**config.mk**
```make
export PLATFORM = sky130hd
export DESIGN_NAME = uart_rx_engine_flat
export DESIGN_NICKNAME = d
export VERILOG_FILES = /design/src/rtl/uart_rx_if.sv /design/src/rtl/uart_rx_engine.sv /design/src/flat_wrapper.sv
export SDC_FILE = /design/constraint.sdc
export NUM_CORES = 1
export LEC_CHECK = 0
export BUFFER_PORTS_ARGS = -buffer_cell sky130_fd_sc_hd__buf_2
export CORE_MARGIN = 2
export CORE_UTILIZATION = 45
export CTS_CLUSTER_DIAMETER = 60
export CTS_CLUSTER_SIZE = 10
export DETAILED_ROUTE_END_ITERATION = 7
export PLACE_DENSITY = 0.72
export SYNTH_ARGS = -nofsm -noshare
export SYNTH_HDL_FRONTEND = slang
export SYNTH_SLANG_ARGS = --single-unit
```
**constraint.sdc**
```tcl
create_clock -name clk -period 2.8 [get_ports clk]
set_clock_uncertainty 0.15 [all_clocks]
set_input_delay 0.7 -clock clk [delete_from_list [all_inputs] [get_ports clk]]
set_output_delay 0.7 -clock clk [all_outputs]
set_load 0.05 [all_outputs]
```
**src/rtl/uart_rx_if.sv**
```systemverilog
// Host-side bundle of the UART receiver: configuration, serial line, FIFO push and status.
// master drives the receiver configuration and line; slave is the receiver engine.
interface uart_rx_if #(
    parameter int DIV_WIDTH = 16
);
    logic                 enable;
    logic [DIV_WIDTH-1:0] clk_div;
    logic                 uart_rx;
    logic                 fifo_full;
    logic                 err_clear;
    logic [7:0]           rx_data;
    logic                 rx_valid;
    logic                 frame_err;
    logic                 overrun_err;
    logic                 busy;

    modport master (
        output enable, clk_div, uart_rx, fifo_full, err_clear,
        input  rx_data, rx_valid, frame_err, overrun_err, busy
    );

    modport slave (
        input  enable, clk_div, uart_rx, fifo_full, err_clear,
        output rx_data, rx_valid, frame_err, overrun_err, busy
    );
endinterface

```
**src/rtl/uart_rx_engine.sv**
```systemverilog
// 8N1 LSB-first UART receiver: synchronises the line, validates the start bit at mid-bit,
// samples each data/stop bit at its centre and pushes good bytes with a one-cycle strobe.
module uart_rx_engine #(
    parameter int DIV_WIDTH   = 16,
    parameter int SYNC_STAGES = 2
) (
    input  logic     clk,
    input  logic     reset,
    uart_rx_if.slave bus
);
    typedef enum logic [1:0] {IDLE, START, DATA, STOP} state_t;

    localparam logic [DIV_WIDTH-1:0] ONE     = DIV_WIDTH'(1);
    localparam logic [DIV_WIDTH-1:0] MIN_DIV = DIV_WIDTH'(4);

    state_t                 state_q, state_d;
    logic [SYNC_STAGES-1:0] sync_q, sync_d;
    logic                   prev_q, prev_d;
    logic [DIV_WIDTH-1:0]   cnt_q, cnt_d;
    logic [DIV_WIDTH-1:0]   div_q, div_d;
    logic [2:0]             bit_idx_q, bit_idx_d;
    logic [7:0]             shift_q, shift_d;
    logic [7:0]             rx_data_q, rx_data_d;
    logic                   rx_valid_q, rx_valid_d;
    logic                   frame_err_q, frame_err_d;
    logic                   overrun_err_q, overrun_err_d;

    logic                   rxs;
    logic                   fall;
    logic                   cnt_zero;
    logic [DIV_WIDTH-1:0]   div_eff;

    assign rxs      = sync_q[SYNC_STAGES-1];
    assign fall     = prev_q & ~rxs;
    assign cnt_zero = (cnt_q == '0);
    assign div_eff  = (bus.clk_div < MIN_DIV) ? MIN_DIV : bus.clk_div;

    always_comb begin
        sync_d        = {sync_q[SYNC_STAGES-2:0], bus.uart_rx};
        prev_d        = rxs;
        state_d       = state_q;
        cnt_d         = cnt_q;
        div_d         = div_q;
        bit_idx_d     = bit_idx_q;
        shift_d       = shift_q;
        rx_data_d     = rx_data_q;
        rx_valid_d    = 1'b0;
        frame_err_d   = frame_err_q;
        overrun_err_d = overrun_err_q;

        // Clear first so that an error detected in the same cycle still sets the flag.
        if (bus.err_clear) begin
            frame_err_d   = 1'b0;
            overrun_err_d = 1'b0;
        end

        if (!bus.enable) begin
            state_d = IDLE;
        end else begin
            case (state_q)
                IDLE: begin
                    if (fall) begin
                        div_d   = div_eff;
                        cnt_d   = (div_eff >> 1) - ONE;
                        state_d = START;
                    end
                end
                START: begin
                    if (!cnt_zero) begin
                        cnt_d = cnt_q - ONE;
                    end else if (!rxs) begin
                        cnt_d     = div_q - ONE;
                        bit_idx_d = 3'd0;
                        state_d   = DATA;
                    end else begin
                        state_d = IDLE;
                    end
                end
                DATA: begin
                    if (!cnt_zero) begin
                        cnt_d = cnt_q - ONE;
                    end else begin
                        shift_d   = {rxs, shift_q[7:1]};
                        cnt_d     = div_q - ONE;
                        bit_idx_d = bit_idx_q + 3'd1;
                        if (bit_idx_q == 3'd7) state_d = STOP;
                    end
                end
                STOP: begin
                    if (!cnt_zero) begin
                        cnt_d = cnt_q - ONE;
                    end else begin
                        state_d = IDLE;
                        if (!rxs)               frame_err_d   = 1'b1;
                        else if (bus.fifo_full) overrun_err_d = 1'b1;
                        else begin
                            rx_data_d  = shift_q;
                            rx_valid_d = 1'b1;
                        end
                    end
                end
                default: state_d = IDLE;
            endcase
        end
    end

    // Synchroniser and previous-line flop reset to the idle-high line level.
    always_ff @(posedge clk or posedge reset) begin
        if (reset) begin
            state_q       <= IDLE;
            sync_q        <= '1;
            prev_q        <= 1'b1;
            cnt_q         <= '0;
            div_q         <= '0;
            bit_idx_q     <= '0;
            shift_q       <= '0;
            rx_data_q     <= '0;
            rx_valid_q    <= 1'b0;
            frame_err_q   <= 1'b0;
            overrun_err_q <= 1'b0;
        end else begin
            state_q       <= state_d;
            sync_q        <= sync_d;
            prev_q        <= prev_d;
            cnt_q         <= cnt_d;
            div_q         <= div_d;
            bit_idx_q     <= bit_idx_d;
            shift_q       <= shift_d;
            rx_data_q     <= rx_data_d;
            rx_valid_q    <= rx_valid_d;
            frame_err_q   <= frame_err_d;
            overrun_err_q <= overrun_err_d;
        end
    end

    assign bus.rx_data     = rx_data_q;
    assign bus.rx_valid    = rx_valid_q;
    assign bus.frame_err   = frame_err_q;
    assign bus.overrun_err = overrun_err_q;
    assign bus.busy        = (state_q != IDLE);
endmodule

```
**src/flat_wrapper.sv**
```systemverilog
// flat-port wrapper written by rule: the top's interface ports become plain ports
module uart_rx_engine_flat 
#(
    parameter int DIV_WIDTH   = 16,
    parameter int SYNC_STAGES = 2
)
  (clk, reset, bus_enable, bus_clk_div, bus_uart_rx, bus_fifo_full, bus_err_clear, bus_rx_data, bus_rx_valid, bus_frame_err, bus_overrun_err, bus_busy);
  uart_rx_if #(.DIV_WIDTH(DIV_WIDTH)) bus_i ();
  input  logic clk;
  input  logic reset;
  input wire logic [$bits(bus_i.enable)-1:0] bus_enable;
  input wire logic [$bits(bus_i.clk_div)-1:0] bus_clk_div;
  input wire logic [$bits(bus_i.uart_rx)-1:0] bus_uart_rx;
  input wire logic [$bits(bus_i.fifo_full)-1:0] bus_fifo_full;
  input wire logic [$bits(bus_i.err_clear)-1:0] bus_err_clear;
  output wire logic [$bits(bus_i.rx_data)-1:0] bus_rx_data;
  output wire logic [$bits(bus_i.rx_valid)-1:0] bus_rx_valid;
  output wire logic [$bits(bus_i.frame_err)-1:0] bus_frame_err;
  output wire logic [$bits(bus_i.overrun_err)-1:0] bus_overrun_err;
  output wire logic [$bits(bus_i.busy)-1:0] bus_busy;
  assign bus_i.enable = bus_enable;
  assign bus_i.clk_div = bus_clk_div;
  assign bus_i.uart_rx = bus_uart_rx;
  assign bus_i.fifo_full = bus_fifo_full;
  assign bus_i.err_clear = bus_err_clear;
  assign bus_rx_data = bus_i.rx_data;
  assign bus_rx_valid = bus_i.rx_valid;
  assign bus_frame_err = bus_i.frame_err;
  assign bus_overrun_err = bus_i.overrun_err;
  assign bus_busy = bus_i.busy;
  uart_rx_engine #(.DIV_WIDTH(DIV_WIDTH), .SYNC_STAGES(SYNC_STAGES)) u_core (.clk(clk), .reset(reset), .bus(bus_i));
endmodule
```
# After elaboration in Yosys (flattened, before gate mapping)
# Index checks and enable logic that the tools add are counted.
word_totals:
  out_inout_bits: 12
  inputBits: 22
  ff_bits: 59
  wordCells: 79
op_classes:
  eq_ne: 15
  bitwise: 3
  reduce_logical: 10
  order_cmp: 1
  addsub: 4
  muxes: 35
op_table:
  columns: ["cell", "count"]
  rows:
  - ["$mux 16", 6]
  - ["$pmux 16 s4", 1]
  - ["$sub 16x1->16 const B", 2]
  - ["$logic_not 16->1", 1]
  - ["$lt 16x3->1 const B", 1]
  - ["$mux 1", 16]
  - ["$sub 15x1->16 const B", 1]
  - ["$ne 3x2->1 const B", 5]
  - ["$reduce_and 5->1", 3]
  - ["$mux 2", 7]
  - ["$mux 3", 3]
  - ["$pmux 2 s4", 1]
  - ["$ne 2x1->1 const B", 3]
  - ["$pmux 3 s2", 1]
  - ["$reduce_and 3->1", 2]
  - ["$eq 2x2->1 const B", 2]
  - ["$ne 2x2->1 const B", 2]
  - ["$reduce_and 4->1", 1]
  - ["$reduce_bool 2->1", 2]
  - ["$add 3x1->3 const B", 1]
  - ["$eq 3x3->1 const B", 1]
  - ["$ne 3x3->1 const B", 1]
  - ["$eq 2x1->1 const B", 1]
  - ["$logic_not 2->1", 1]
  - ["2 further kinds", 3]

# Logic depth before layout (Yosys ltp)
depth:
  word_depth: 6
  depth_mapped: 11
  mapped_depth_nobuf: 11

# Worst setup path before layout
# No wires, ideal clock.
synth_timing:
  path_type: "input to register"
  start: "in bus_clk_div[8]"
  end: "reg u_core.cnt_q[8]"
  path_stages: 10
  arrival_time_ns: 2.906
  slack_ns: -0.382
  setup_ns: 0.126
  n_path_buf: 0
  required_ns: 2.524
  path_cell_list: "nor3_1 nand3_1 or3_1 nand2_1 ha_1 nor4b_1 xnor2_1 nand2_1 o2111a_1 a221o_1"
synth_between:
  elab_chain_len: 5
synth_lines:
  columns: ["element", "line", "text"]
  rows:
  - ["from (decl)", "flat_wrapper.sv:12", "input wire logic [$bits(bus_i.clk_div)-1:0] bus_clk_div;"]
  - ["$lt 16x3->1", "uart_rx_engine.sv:36", "assign div_eff = (bus.clk_div < MIN_DIV) ? MIN_DIV : bus.clk_div;"]
  - ["$mux 16 *", "uart_rx_engine.sv:36", null]
  - ["$sub 15x1->16 *", "uart_rx_engine.sv:64", "cnt_d = (div_eff >> 1) - ONE;"]
  - ["$mux 16 *", "uart_rx_engine.sv:62", "if (fall) begin"]
  - ["$pmux 16 s4 *", "uart_rx_engine.sv:60", "case (state_q)"]
  - ["to (signal assigned)", "uart_rx_engine.sv:125", "cnt_q <= cnt_d;"]
  - ["to (decl)", "uart_rx_engine.sv:19", "logic [DIV_WIDTH-1:0] cnt_q, cnt_d;"]
# Every way passes the cells marked *; elsewhere a longest branch is shown, timed or not. The select of a mux whose other input is x is not followed.
# A chain may end at the register's enable or synchronous reset.

# Worst setup path in the final report
layout_timing:
  start: "in bus_clk_div[5]"
  end: "reg u_core.cnt_q[8]"
# Same word-level chain as after synthesis.

==> out/qor.csv <==
stage,metric,value,unit
yosys,synth_top_area_share,0.372,
floorplanning,rows,33,
yosys,yosysTopAreaCell,dfrtp_1,
grt,grt_pass1_vias,3488,
yosys,synth_top_flop_cell,dfrtp_1,
cts,ctsHoldBuffers,0,
timing,slew_headroom,0.676,
final_layout,mostFrequentLayoutCell,nand2_1,
placed_design,place_inst,578,
cts,numCtsBuffers,9,
final_layout,final_core_util,0.575,
timing,finalCritPeriodShare,0.969,
yosys,syn_avg_cell_area,9.15,um^2
min_path,hold_class,register to register,
routing,drc,0,
floorplanning,dieArea,9120,um^2
run,cap_violations,0,
placed_design,place_area,4410,um^2
cts,path_clk_slew,0.07,ns
final_layout,area_growth,24.7,%
timing,rsz0062_at_grt,yes,
setup_path,reg2reg_slack,0.13,ns
setup_path,crit_required,2.89,ns
placed_design,gp_congestion,0.893,
placed_design,port_buffers,33,
cts,htreeDepth,3,
floorplanning,start_util,0.461,
routing,totalWireLength,10100,um
yosys,yosys-top-cells-area,"dfrtp_1, mux2_2, nand2_1",
timing,hold_ws,0.207,ns
grt,track_usage,0.243,
grt,grt_max_degree,60,
timing,drv_slew,0,
power,max-vdd-ir-drop,0.384,mV
timing,worst_pin_slew,0.486,ns
final_layout,fin_area,4700,um^2
floorplanning,core_area,8180,um^2
setup_path,startpoint_type,input port,
grt,antenna_found_initial,0,
cts,cts.sinks,59,
grt,grt_overflow,0,
yosys,yosysWarnings,0,
routing,drtIter0Drc,309,
setup_path,critPathMaxFanout,3,
timing,tns,0,ns
cts,clockBufferDepth,2,
floorplanning,die_x,95.5,um
timing,setup_ws,0.0854,ns
yosys,synth-seq-area-share,0.393,
routing,drt-vias-per-instance,5.97,
yosys,synth_cells,412,
floorplanning,fp.dieH,95.5,um
placed_design,place_hpwl,7450,um
timing,fin_crit,2.71,ns
routing,num_vias,3551,
yosys,ys_ff_latch,59,
final_layout,final_cell_mix,"nand2_1, dfrtp_1, buf_4, buf_2, nor2_1",
placed_design,pre_cts_ws,-0.282,ns
final_layout,multi_input_area,2210,um^2
power,p_per_area,730,nW/um^2
final_layout,fin_cells,595,
setup_path,r2r_cells,8,
final_layout,nets,519,
timing,finalSetupViolCount,0,
yosys,synth-edff-count,0,
timing,fmax,0.368,GHz
setup_path,path_class,input port to register,
floorplanning,io_pins,34,
yosys,synth_nets,446,
cts,clock-root-buffer,clkbuf_8,
final_layout,layout-drive-gt1-share,0.302,
timing,hold_viol,0,
final_layout,seq_area,1480,um^2
routing,wl_per_cell,17.0,um
final_layout,fillers,727,
cts,clkLatencyLatePin,0.35,ns
outcome,outcome,completed,
min_path,holdPathStages,0,
yosys,async_reset_ff_frac,1.00,
yosys,syn-cell-area,3770,um^2
setup_path,critical_path_arrival,2.80,ns
grt,grt_pass1_wl,16900,um
final_layout,antennaDiodeCount,0,
routing,drtPass1Iterations,5,
power,power,3.43,mW
power,leakagePower,2.12,nW
routing,ant_nets,0,
yosys,synthDistinctLibCells,62,
setup_path,critPathCaptureType,register,
cts,cts_tree,built,
sequential cells by signal, indices dropped and copies added, names as in the netlist:
register / flops
u_core.sync_q: 2
u_core.bit_idx_q: 3
u_core.cnt_q: 16
u_core.prev_q: 1
u_core.div_q: 16
u_core.bus.rx_data: 8
u_core.shift_q: 8
u_core.bus.rx_valid: 1
u_core.bus.overrun_err: 1
u_core.state_q: 2
u_core.bus.frame_err: 1
critical path, cell delays in order:
cell and delay (ns):
buf_2 0.11, or4_4 0.53, or3_4 0.40, nand2_4 0.09, ha_4 0.13, nor4b_4 0.24
xnor2_2 0.16, nand2_1 0.07, o2111a_1 0.12, a221o_1 0.25
where the power goes:
| part | internal (mW) | leakage [nW] | switching, mW |
|---|---|---|---|
| clock | 0.617 | 0.126 | 0.375 |
| sequential | 1.03 | 0.753 | 0.257 |
| combinational | 0.510 | 1.24 | 0.638 |
| total | 2.16 | 2.12 | 1.27 |
layout make-up:
cell class / instances / area share
Multi-Input combinational cell: 318 / 0.470
Timing Repair Buffer: 82 / 0.121
Tap cell: 105 / 0.0280
Clock buffer: 10 / 0.0293
Sequential cell: 59 / 0.315
Inverter: 15 / 0.0120
Clock inverter: 6 / 0.0240
per-layer routing:
metal  track usage  vias to the layer above  share of wire
met5             0                        -              0
met4         0.100                        0          0.024
met3        0.0577                       24          0.059
met2         0.404                      146           0.49
met1         0.302                     1716           0.42
li1              -                     1665              -
final timing paths:
path | startpoint | endpoint
max reg2reg | u_core.cnt_q[1]$_DFFE_PP0P_ | u_core.cnt_q[3]$_DFFE_PP0P_
min in group asynchronous | reset | u_core.bus.rx_data[3]$_DFFE_PP0P_
max in group asynchronous | reset | u_core.sync_q[1]$_DFF_PP1_
min | u_core.sync_q[0]$_DFF_PP1_ | u_core.sync_q[1]$_DFF_PP1_
min reg2reg | u_core.sync_q[0]$_DFF_PP1_ | u_core.sync_q[1]$_DFF_PP1_
max | bus_clk_div[5] | u_core.cnt_q[8]$_DFFE_PP0P_
cell families (layout without fill, tap and decap cells):
| kind of cell | count (synthesis) | after routing | synth area share |
|---|---|---|---|
| AO/OA/AOI/OAI | 92 | 92 | 0.170 |
| XOR/XNOR | 25 | 25 | 0.0581 |
| adder cells (fa/ha/maj) | 12 | 12 | 0.0398 |
| buffers and inverters | 35 | 113 | 0.0388 |
| flip-flops | 59 | 59 | 0.393 |
| multiplexers | 26 | 26 | 0.0767 |
| AND/OR/NAND/NOR | 163 | 163 | 0.224 |
cells in the mapped netlist (all sizes together) (3+ instances only):
| master | number |
|---|---|
| nor3 | 16 |
| nand3 | 16 |
| a221oi | 4 |
| ha | 12 |
| a21oi | 21 |
| nor4 | 8 |
| o311ai | 3 |
| nor4b | 3 |
| nor2 | 24 |
| nor3b | 4 |
| clkbuf | 13 |
| a22o | 3 |
| o31ai | 3 |
| nand4b | 3 |
| or3 | 3 |
| xor2 | 17 |
| a211o | 3 |
| nand4 | 9 |
| o211ai | 5 |
| a21o | 3 |
| o21ai | 20 |
| nand2 | 65 |
| mux2i | 3 |
| buf | 7 |
| and3 | 3 |
| dfrtp | 56 |
| a31o | 3 |
| inv | 14 |
| mux2 | 23 |
| xnor2 | 8 |
| dfstp | 3 |
| o22ai | 3 |
what timing repair did:
action / 4_1_cts / 5_1_grt
pin swaps: 0 / 3
endpoints found under the hold margin: 0 / 0
gates cloned: 0 / 0
gates resized for setup: 1 / 1
endpoints found under the setup margin: 9 / 10
setup buffers: 0 / 1
Power figures use the tool's default switching activity.
